<file path="config.mk">
export PLATFORM = sky130hd
export DESIGN_NAME = seq_adder
export DESIGN_NICKNAME = d
export VERILOG_FILES = /design/src/rtl/seq_adder.sv
export SDC_FILE = /design/constraint.sdc
export NUM_CORES = 1
export LEC_CHECK = 0
export CAP_MARGIN = 20
export CORE_MARGIN = 1
export CORE_UTILIZATION = 50
export CTS_CLUSTER_DIAMETER = 30
export DETAILED_ROUTE_END_ITERATION = 12
export GPL_ROUTABILITY_DRIVEN = 0
export PLACE_DENSITY = 0.83
export REMOVE_ABC_BUFFERS = 1
export SETUP_SLACK_MARGIN = 0.02
export SYNTH_ARGS = -nofsm -noshare
export SYNTH_HDL_FRONTEND = slang
export SYNTH_SLANG_ARGS = --single-unit
</file>
<file path="constraint.sdc">
create_clock -name clk -period 3.6 [get_ports clk]
set_input_delay 0.36 -clock clk [delete_from_list [all_inputs] [get_ports clk]]
set_output_delay 0.36 -clock clk [all_outputs]
set_load 0.01 [all_outputs]
</file>
<file path="src/rtl/seq_adder.sv">
// seq_adder: multi-cycle adder/subtractor that processes CHUNK bits per clock.
// Operands are captured in IDLE and summed one chunk per cycle in RUN.
// The result and flags are presented in DONE until the consumer takes them.
module seq_adder #(
    parameter int WIDTH = 16,
    parameter int CHUNK = 4
) (
    input  logic             clk,
    input  logic             rst_n,
    input  logic             in_valid,
    output logic             in_ready,
    input  logic [WIDTH-1:0] a,
    input  logic [WIDTH-1:0] b,
    input  logic             carry_in,
    input  logic             sub,
    output logic             out_valid,
    input  logic             out_ready,
    output logic [WIDTH-1:0] sum,
    output logic             cout,
    output logic             ovf,
    output logic             zero
);
    localparam int K    = WIDTH / CHUNK;
    localparam int IDXW = (K > 1) ? $clog2(K) : 1;
    localparam logic [IDXW-1:0] LAST = IDXW'(K - 1);

    localparam logic [1:0] IDLE = 2'd0;
    localparam logic [1:0] RUN  = 2'd1;
    localparam logic [1:0] DONE = 2'd2;

    logic [1:0]       state;
    logic [IDXW-1:0]  idx;
    logic [WIDTH-1:0] a_r;
    logic [WIDTH-1:0] b_r;      // already inverted for subtract
    logic [WIDTH-1:0] sum_r;
    logic             carry_r;  // carry chained between chunks
    logic             cout_r;
    logic             ovf_r;

    int               base;
    logic [CHUNK-1:0] a_ch;
    logic [CHUNK-1:0] b_ch;
    logic [CHUNK-1:0] s_ch;
    logic             c_out_ch;
    logic             c_msb;

    // Chunk adder for the current index; also recovers the carry into the
    // chunk's top bit, which on the last chunk is the carry into the MSB.
    always_comb begin
        base = int'(idx) * CHUNK;
        a_ch = a_r[base +: CHUNK];
        b_ch = b_r[base +: CHUNK];
        {c_out_ch, s_ch} = {1'b0, a_ch} + {1'b0, b_ch} + {{CHUNK{1'b0}}, carry_r};
        c_msb = s_ch[CHUNK-1] ^ a_ch[CHUNK-1] ^ b_ch[CHUNK-1];
    end

    // Control FSM: accept in IDLE, step the chunk index in RUN, hold in DONE.
    always_ff @(posedge clk or negedge rst_n) begin
        if (!rst_n) begin
            state <= IDLE;
            idx   <= '0;
        end else begin
            case (state)
                IDLE: begin
                    if (in_valid) begin
                        idx   <= '0;
                        state <= RUN;
                    end
                end
                RUN: begin
                    if (idx == LAST) state <= DONE;
                    else             idx   <= idx + 1'b1;
                end
                DONE: begin
                    if (out_ready) state <= IDLE;
                end
                default: state <= IDLE;
            endcase
        end
    end

    // Datapath: operand capture, per-chunk sum write-back and final flags.
    always_ff @(posedge clk or negedge rst_n) begin
        if (!rst_n) begin
            a_r     <= '0;
            b_r     <= '0;
            carry_r <= 1'b0;
            sum_r   <= '0;
            cout_r  <= 1'b0;
            ovf_r   <= 1'b0;
        end else begin
            if (state == IDLE && in_valid) begin
                // Subtract is a + ~b + ~borrow_in.
                a_r     <= a;
                b_r     <= sub ? ~b : b;
                carry_r <= sub ? ~carry_in : carry_in;
            end else if (state == RUN) begin
                sum_r[base +: CHUNK] <= s_ch;
                carry_r              <= c_out_ch;
                if (idx == LAST) begin
                    cout_r <= c_out_ch;
                    ovf_r  <= c_msb ^ c_out_ch;
                end
            end
        end
    end

    assign in_ready  = (state == IDLE);
    assign out_valid = (state == DONE);
    assign sum       = sum_r;
    assign cout      = cout_r;
    assign ovf       = ovf_r;
    // Only asserted on a complete result so reset and partial sums never flag zero.
    assign zero      = (state == DONE) && (sum_r == '0);

endmodule

</file>
==> flow_summary.ini, run 1 <==
[status]
status = finished, final reports clean

[floorplan]
initial_core_util_pct = 51.9
rows = 26
design.core.area_sq_um = 5140
die_h_um = 75.1
die_width_um = 75.1
dieArea_sq_um = 5640
ios = 59

[place]
dp.cells = 337
port_buffers = 58
dp_hpwl_mm = 3.65

[clock_network]
clk_latency_ps = 320
postCtsSetupBuffers = 0
ctsHoldBuffers = 0
cts_max_path_buffers = 2
cts_tree = built
clk_pin_slew_worst_paths_ps = 100
cts-root-buf = clkbuf_8
htreeDepth = 2
clock-sinks = 55
ctsResizeCount = 0
cts_inserted_buffers = 5

[critical_path]
crit_type = reg -> reg
rr_worst_depth = 8
crit_fanout = 5
crit_path_start_kind = register
crit_path_end_kind = register
cp.arrival_ps = 3270
cp.required_ps = 3850

[synthesis]
syn_area_per_cell_sq_um = 12.2
synth_seq_cells = 55
synth_top_family_by_area = multiplexers
synth.area.mux_share_pct = 13.6
synthAdderAreaFrac_pct = 5.72
synthXorXnorAreaFrac_pct = 7.73
yosys.cell_types.count = 33
ys_seq_area_share_pct = 51.5
synth-simple-area-share_pct = 7.69
yosys_warnings = 0
synth-compound-area-share_pct = 10.9
syn_inst = 218
synth_area_sq_um = 2670

[sta]
setup_tns_ps = 0
final-setup-viol-count = 0
max_freq_mhz = 331
relSlewSlack_pct = 35.8
hold_viol = 0
final.period_utilization_pct = 83.9
worst_pin_slew_ps = 960
rsz0062_at_grt = no
slew_violations = 0
fin_skew_ps = 7.61
period_needed_ps = 3020

[layout]
diodes = 0
multi_input_area_sq_um = 1220
area_delta_synth_final_pct = 28.5
final_layout_size_suffix_gt1_share_pct = 12.7
num-fill-cells = 425
final_util_pct = 66.7
stdcell_count = 345
regArea_sq_um = 1380
fin_nets = 323

[global_route]
antenna_found_initial = 0
grt.busiest_layer = met2
use_met1_pct = 26.0
grt_pass1_vias = 1881
grt_max_degree = 56
grt_usage_pct = 21.2
grtUsageMet2_pct = 35.5
grt_pass1_wl_mm = 8.66
grt-ovfl-total = 0
grtUsageMet3_pct = 5.89

[power]
ir_worst_vdd_mv = 0.606
leakage_nw = 1.44
p_per_area_nw_per_um2 = 999

[routing]
wl_per_cell_um = 14.6
drtIter0Drc = 144
vias_per_cell = 5.36
drc = 0
route.vias.total = 1848
ant_nets = 0
first_pass_iters = 4
routed_wl_mm = 5.05

[hold_path]
hp-class = in -> async

[run]
cap_violations = 0
worst max-delay path, stage by stage, from the launching register on:
cell and delay, ps:
dfrtp_1 510, mux4_2 560, fa_1 450, fa_1 450
a21o_1 200, a21oi_1 250, xnor3_1 270, xnor2_1 130
o21ai_1 140
sequential cells by signal, summed over array words and instances (netlist names):
name / count
sum: 16
cout: 1
state: 2
carry_r: 1
ovf: 1
a_r: 16
idx: 2
b_r: 16
worst paths after layout:
| check | start | slack [ps] | endpoint |
|---|---|---|---|
| max | idx[0] | 580 | ovf |
| max in group asynchronous | rst_n | 3000 | a_r[0] |
| min | rst_n | 150 | sum[12] |
| min reg2reg | a_r[12] | 510 | a_r[12] |
| max reg2reg | idx[0] | 580 | ovf |
| min in group clk | a_r[12] | 510 | a_r[12] |
cell usage in the layout (no fill, tap or decap), drive strengths merged:
cell type / count
clkdlybuf4s50: 57
dfrtp: 55
nor2: 22
xnor2: 19
a21oi: 18
mux2: 16
a22o: 14
nand2: 11
ha: 9
mux4: 8
inv: 5
clkbuf: 5
nor4: 4
a21o: 4
o21ai: 4
buf: 3
nand3: 2
o31ai: 2
xor2: 2
fa: 2
bufinv: 2
nand2b: 1
or4: 1
nor3: 1
and2: 1
nor2b: 1
or3: 1
o22ai: 1
a211oi: 1
xnor3: 1
nor4b: 1
clkinvlp: 1
metal layers:
metal / vias to the layer above / share of wire [%]
li1: 883 / -
met1: 902 / 44
met2: 53 / 50
met3: 10 / 4.3
met4: 0 / 1.9
met5: - / 0
power breakdown:
part	switching, mW	internal, mW
logic	0.935	0.930
clock network	0.206	0.277
registers	0.191	0.890
total	1.33	2.10
synthesized netlist by cell type:
| master | instances | area (sq um) |
|---|---|---|
| dfrtp_1 | 55 | 1380 |
| nor2_1 | 22 | 82.6 |
| xnor2_1 | 19 | 166 |
| a21oi_1 | 18 | 90.1 |
| mux2_2 | 16 | 180 |
| a22o_1 | 14 | 123 |
| nand2_1 | 11 | 41.3 |
| ha_1 | 9 | 113 |
| mux4_2 | 7 | 158 |
| buf_2 | 5 | 25.0 |
| inv_1 | 5 | 18.8 |
| a21o_1 | 4 | 30.0 |
| clkbuf_1 | 4 | 15.0 |
| nor4_1 | 4 | 25.0 |
| o21ai_0 | 3 | 15.0 |
| fa_1 | 2 | 40.0 |
| nand3_1 | 2 | 10.0 |
| o31ai_1 | 2 | 15.0 |
| xor2_1 | 2 | 17.5 |
| a211oi_1 | 1 | 7.51 |
| and2_1 | 1 | 6.26 |
| buf_1 | 1 | 3.75 |
| buf_6 | 1 | 11.3 |
| mux4_1 | 1 | 26.3 |
| nand2b_1 | 1 | 6.26 |
| nor2b_1 | 1 | 6.26 |
| nor3_1 | 1 | 5.00 |
| nor4b_1 | 1 | 8.76 |
| o21ai_1 | 1 | 5.00 |
| o22ai_1 | 1 | 6.26 |
| or3_1 | 1 | 6.26 |
| or4_1 | 1 | 7.51 |
| xnor3_1 | 1 | 22.5 |
kinds of logic (layout without fill, tap and decap cells):
group	count (synthesis)	after routing
buf+inv	16	73
flops	55	55
fa+ha+maj	11	11
compound gates	44	44
mux	24	24
simple gates	46	46
xor+xnor	22	22
cell type report:
type / instances / area share [%]
Clock buffer: 5 / 2.01
Clock inverter: 3 / 1.97
Inverter: 5 / 0.547
Multi-Input combinational cell: 147 / 35.6
Sequential cell: 55 / 40.1
Tap cell: 70 / 2.55
Timing Repair Buffer: 60 / 17.2
stage by stage:
stage	setup WS [ps]	hold WS [ps]	total power, mW	instance area, sq um
final	578	153	3.43	3430
after detailed placement	590	493	2.96	3290
after CTS	568	180	3.45	3430
after global routing	424	214	3.71	3430
after floorplan	531	64.4	2.37	2620
after global placement	638	486	2.89	3290
No activity file was read; power rests on OpenSTA's default activity.
==> run 2: changes to the inputs <==
==> constraint.sdc (replaced) <==
create_clock -name clk -period 3.1 [get_ports clk]
set_input_delay 0.31 -clock clk [delete_from_list [all_inputs] [get_ports clk]]
set_output_delay 0.31 -clock clk [all_outputs]
set_load 0.01 [all_outputs]
==> flow_summary.ini, run 2 (synthesis results as in run 1) <==
[status]
status = finished, final reports clean

[hold_path]
hp-class = in -> async

[place]
dp_hpwl_mm = 3.85
place_ws_ps = 49.1
placed_area_sq_um = 3320
port_buffers = 58

[global_route]
antenna_found_initial = 0
grt_pass1_wl_mm = 8.36
grt_usage_pct = 20.1
grt_max_degree = 39
grt_pass1_vias = 1827
grt-ovfl-total = 0

[floorplan]
dieArea_sq_um = 5640
initial_core_util_pct = 51.9
die_width_um = 75.1
rows = 26
die_h_um = 75.1
ios = 59
design.core.area_sq_um = 5140

[power]
leakage_nw = 1.43
power_mw = 3.87
p_clk_share_pct = 10.0
combPwrFrac_pct = 58.0
power.switching_mw = 1.57
power.share.sequential_pct = 32.0
internal-power_mw = 2.30
ir_worst_vdd_mv = 0.577
p_per_area_nw_per_um2 = 1140
swShare_pct = 40.5

[critical_path]
crit_type = reg -> reg
r2r_setup_slack_ps = 170
crit_path_end_kind = register
cp.required_ps = 3340
cp.arrival_ps = 3170
rr_worst_depth = 8
crit_path_start_kind = register
crit_fanout = 5

[clock_network]
clock-sinks = 55
postCtsSetupBuffers = 0
cts_max_path_buffers = 2
htreeDepth = 2
cts_inserted_buffers = 5
clk_latency_ps = 310
cts-root-buf = clkbuf_8
clk_pin_slew_worst_paths_ps = 100
cts_tree = built

[sta]
fin_skew_ps = 8.21
relSlewSlack_pct = 37.7
setup_tns_ps = 0
final-setup-viol-count = 0
period_needed_ps = 2930
worst_pin_slew_ps = 932
rsz0062_at_grt = no
max_freq_mhz = 341
slew_violations = 0
final.period_utilization_pct = 94.6
hold_viol = 0
setup_ws_ps = 169

[layout]
fin_nets = 326
layout_common_cells = clkdlybuf4s50_1, dfrtp_1, nor2_1
postLayoutCellArea_sq_um = 3410
final_common_cell = clkdlybuf4s50_1
diodes = 0
final_layout_size_suffix_gt1_share_pct = 14.0
area_delta_synth_final_pct = 27.6

[routing]
first_pass_iters = 4
routed_wl_mm = 5.05
ant_nets = 0
drc = 0
wl_per_cell_um = 14.5
vias_per_cell = 5.22
drtIter0Drc = 83
route.vias.total = 1818

[run]
cap_violations = 0
run 2: changes by cell type in the layout (fill, tap and decap cells not counted):
| cell | delta |
|---|---|
| buf_4 | +3 |
| bufinv_16 | -2 |
| a21oi_1 | -1 |
| a21oi_2 | +1 |
| clkbuf_1 | +1 |
| clkinv_2 | +1 |
| dfrtp_1 | -1 |
| dfrtp_2 | +1 |
run 2: critical path: stages (launching register included):
cell and delay (ps):
dfrtp_2 450, mux4_2 560, fa_1 450, fa_1 440
a21o_1 210, a21oi_2 190, xnor3_1 260, xnor2_1 140
o21ai_1 160
run 2: what timing repair did:
action / 4_1_cts / 5_1_grt
hold buffers: 0 / 0
endpoints found under the setup margin: 0 / 1
resized for setup: 0 / 2
run 2: metal layers:
metal  up-vias  track usage (%)  routed length (um)
met2        48             35.2                2540
met5         -                0                   0
met4         0             6.71                  78
li1        893                -                   -
met3         7             4.28                 200
met1       870             24.9                2230
run 2: worst paths after layout:
| kind | startpoint | to |
|---|---|---|
| max in group asynchronous | rst_n | a_r[4] |
| min in group clk | a_r[15] | a_r[15] |
| hold / removal | rst_n | sum[15] |
| setup / recovery | idx[0] | ovf |
| setup reg to reg | idx[0] | ovf |
| hold reg to reg | a_r[15] | a_r[15] |
run 2: stage by stage:
stage | hold WS, ps | cells | util (%)
floorplan | 14.4 | 207 | -
global placement | 408 | 340 | 64.5
detailed placement | 418 | 340 | 64.5
CTS | 79.6 | 348 | 66.2
global route | 128 | 348 | 66.3
finish | 63.3 | 348 | 66.3
run 2: power by group through the flow:
stage | Sequential [mW] | Combinational [mW] | Clock (mW)
final | 1.24 | 2.24 | 0.388
after global routing | 1.28 | 2.48 | 0.422
after CTS | 1.24 | 2.22 | 0.398
after detailed placement | 1.26 | 2.21 | 0
after global placement | 1.24 | 2.13 | 0
after floorplan | 1.25 | 1.50 | 0
run 2: final cells by class:
| type | count | area (sq um) |
|---|---|---|
| multi-input combinational | 147 | 1220 |
| sequential | 55 | 1380 |
| inverter | 5 | 18.8 |
| clock inverter | 2 | 12.5 |
| clock buffer | 6 | 72.6 |
| tap | 70 | 87.6 |
| timing repair buffer | 63 | 613 |
| fill | 427 | 1730 |
==> run 3: changes to the inputs <==
--- a/config.mk
+++ b/config.mk
@@ -5,9 +5,10 @@
 export SDC_FILE = /design/constraint.sdc
 export NUM_CORES = 1
 export LEC_CHECK = 0
+export ABC_AREA = 1
 export CAP_MARGIN = 20
 export CORE_MARGIN = 1
-export CORE_UTILIZATION = 50
+export CORE_UTILIZATION = 51
 export CTS_CLUSTER_DIAMETER = 30
 export DETAILED_ROUTE_END_ITERATION = 12
 export GPL_ROUTABILITY_DRIVEN = 0
==> flow_summary.ini, run 3 <==
[status]
status = finished, final reports clean

[synthesis]
synth_edf_count = 0
yosys.cell_types.count = 27
synth_area_leaders = dfrtp_1, nand2_1, o21ai_0
synth_seq_cells = 55
synthXorXnorAreaFrac_pct = 5.39
synth-simple-area-share_pct = 23.6
synth-main-ff-cell = dfrtp_1
synth-async-reset-ratio_pct = 100
synth.most_common_cell = nand2_1
synth-compound-area-share_pct = 11.5
synth.largest_area_cell = dfrtp_1
ys_seq_area_share_pct = 47.1
synth_top_area_share_pct = 47.1
synth_top_family_by_area = simple AND/OR/NAND/NOR gates
syn_area_per_cell_sq_um = 8.50
synth_area_sq_um = 2920
synthTopCellsByCount = nand2_1, dfrtp_1, o21ai_0
yosys_warnings = 0
synth.area.mux_share_pct = 0
syn_inst = 344
synthAdderAreaFrac_pct = 5.22

[clock_network]
cts_inserted_buffers = 5
cts-root-buf = clkbuf_8
cts_max_path_buffers = 2
postCtsSetupBuffers = 0
clock-sinks = 55
cts_tree = built
htreeDepth = 2
clk_latency_ps = 310
ctsResizeCount = 0
clk_pin_slew_worst_paths_ps = 90
ctsHoldBuffers = 0

[critical_path]
r2r-start = idx[1]
crit_type = reg -> reg
crit_start = idx[1]
crit_fanout = 13
rr_worst_depth = 13
r2r_setup_slack_ps = 410
cp.required_ps = 3310
crit_path_end_kind = register
worstSetupEndpoint = ovf
cp.arrival_ps = 2900
rr_endpoint = ovf
crit_path_start_kind = register

[layout]
final_util_pct = 65.9
layout_common_cells = nand2_1, clkdlybuf4s50_1, dfrtp_1
final_common_cell = nand2_1
diodes = 0
fin_nets = 448
final_layout_size_suffix_gt1_share_pct = 9.77
area_delta_synth_final_pct = 24.2

[sta]
max_freq_mhz = 371
setup_ws_ps = 406
setup_tns_ps = 0
hold_viol = 0
period_needed_ps = 2690
whs_ps = 77.2
slew_violations = 0
rsz0062_at_grt = no
final-setup-viol-count = 0
relSlewSlack_pct = 39.1
worst_pin_slew_ps = 911
fin_skew_ps = 8.59
final.period_utilization_pct = 86.9

[global_route]
grt.busiest_layer = met2
grtUsageMet2_pct = 39.7
grt_max_degree = 37
grt_usage_pct = 22.0
grt_pass1_vias = 2307
grtUsageMet3_pct = 4.12
use_met1_pct = 26.3
antenna_found_initial = 0
grt_pass1_wl_mm = 10.3
grt-ovfl-total = 0

[routing]
route.vias.total = 2456
routed_wl_mm = 5.99
vias_per_cell = 5.21
drc = 0
drtIter0Drc = 167
ant_nets = 0
first_pass_iters = 4
wl_per_cell_um = 12.7

[power]
leakage_nw = 1.69
ir_worst_vdd_mv = 0.494
p_per_area_nw_per_um2 = 1110
power_mw = 4.02

[run]
cap_violations = 0

[floorplan]
design.core.area_sq_um = 5510
rows = 27
die_h_um = 77.7
initial_core_util_pct = 53.1
die_width_um = 77.7
dieArea_sq_um = 6040
ios = 59

[hold_path]
hp-class = in -> async

[place]
place_ws_ps = 413
dp_hpwl_mm = 4.62
port_buffers = 58
## run 3: cell types whose count changed after synthesis, moves of 5 or more
cell and change:
nand2_1 +80, o21ai_0 +32, nand3_1 +19, inv_1 +18, a21oi_1 -17, mux2_2 -16, a22o_1 -14, o22ai_1 +13
nand2_2 +12, inv_2 +8, mux4_2 -7, buf_4 +5
## run 3: critical path, stage by stage (launching register included)
cell and delay [ps]:
dfrtp_1 600, inv_2 210, o21ai_0 130, o22ai_1 120
fa_1 440, fa_1 420, nand3_1 110, nand3_1 140
inv_1 120, nand3_1 80, nand2_1 90, nand2_2 60
nand3_2 50, nand2_1 40
## run 3: how the worst min path moves through the flow
stage               depth (start not counted)  start  endpoint
detailed placement                          1  rst_n   sum[12]
floorplan                                   0  rst_n    a_r[0]
global placement                            1  rst_n   sum[12]
CTS                                         1  rst_n   carry_r
global route                                1  rst_n   sum[13]
finish                                      1  rst_n    a_r[0]
## run 3: per-layer routing
layer	share of wire (%)	up-vias
met1	42	1149
met4	1.5	0
met5	0	-
met2	52	73
met3	4.5	8
li1	-	1226
## run 3: per-stage QoR
stage | instances | cell area (sq um)
4_1_cts | 471 | 3630
2_1_floorplan | 330 | 2830
3_3_place_gp | 464 | 3520
5_1_grt | 471 | 3630
6_report | 471 | 3630
3_5_place_dp | 464 | 3520
## run 3: final cells by class
cell class,count,area (sq um)
inverters,31,116
clock buffers,5,68.8
fillers,464,1880
clock inverters,2,37.5
well taps,72,90.1
flip-flops and latches,55,1380
repair buffers,62,606
multi-input cells,244,1340
## run 3: logic make-up after synthesis
kind of cell,count (synthesis)
xor gates and xnor gates,18
adders and majority gates,11
buffers and inverters,45
and+or+nand+nor,155
AOI/OAI and AO/OA,60
DFF,55
## run 3: power by group
part           switching, mW  internal (mW)
Combinational           1.37          0.912
Sequential             0.229           1.04
Clock                  0.225          0.236
Total                   1.83           2.19
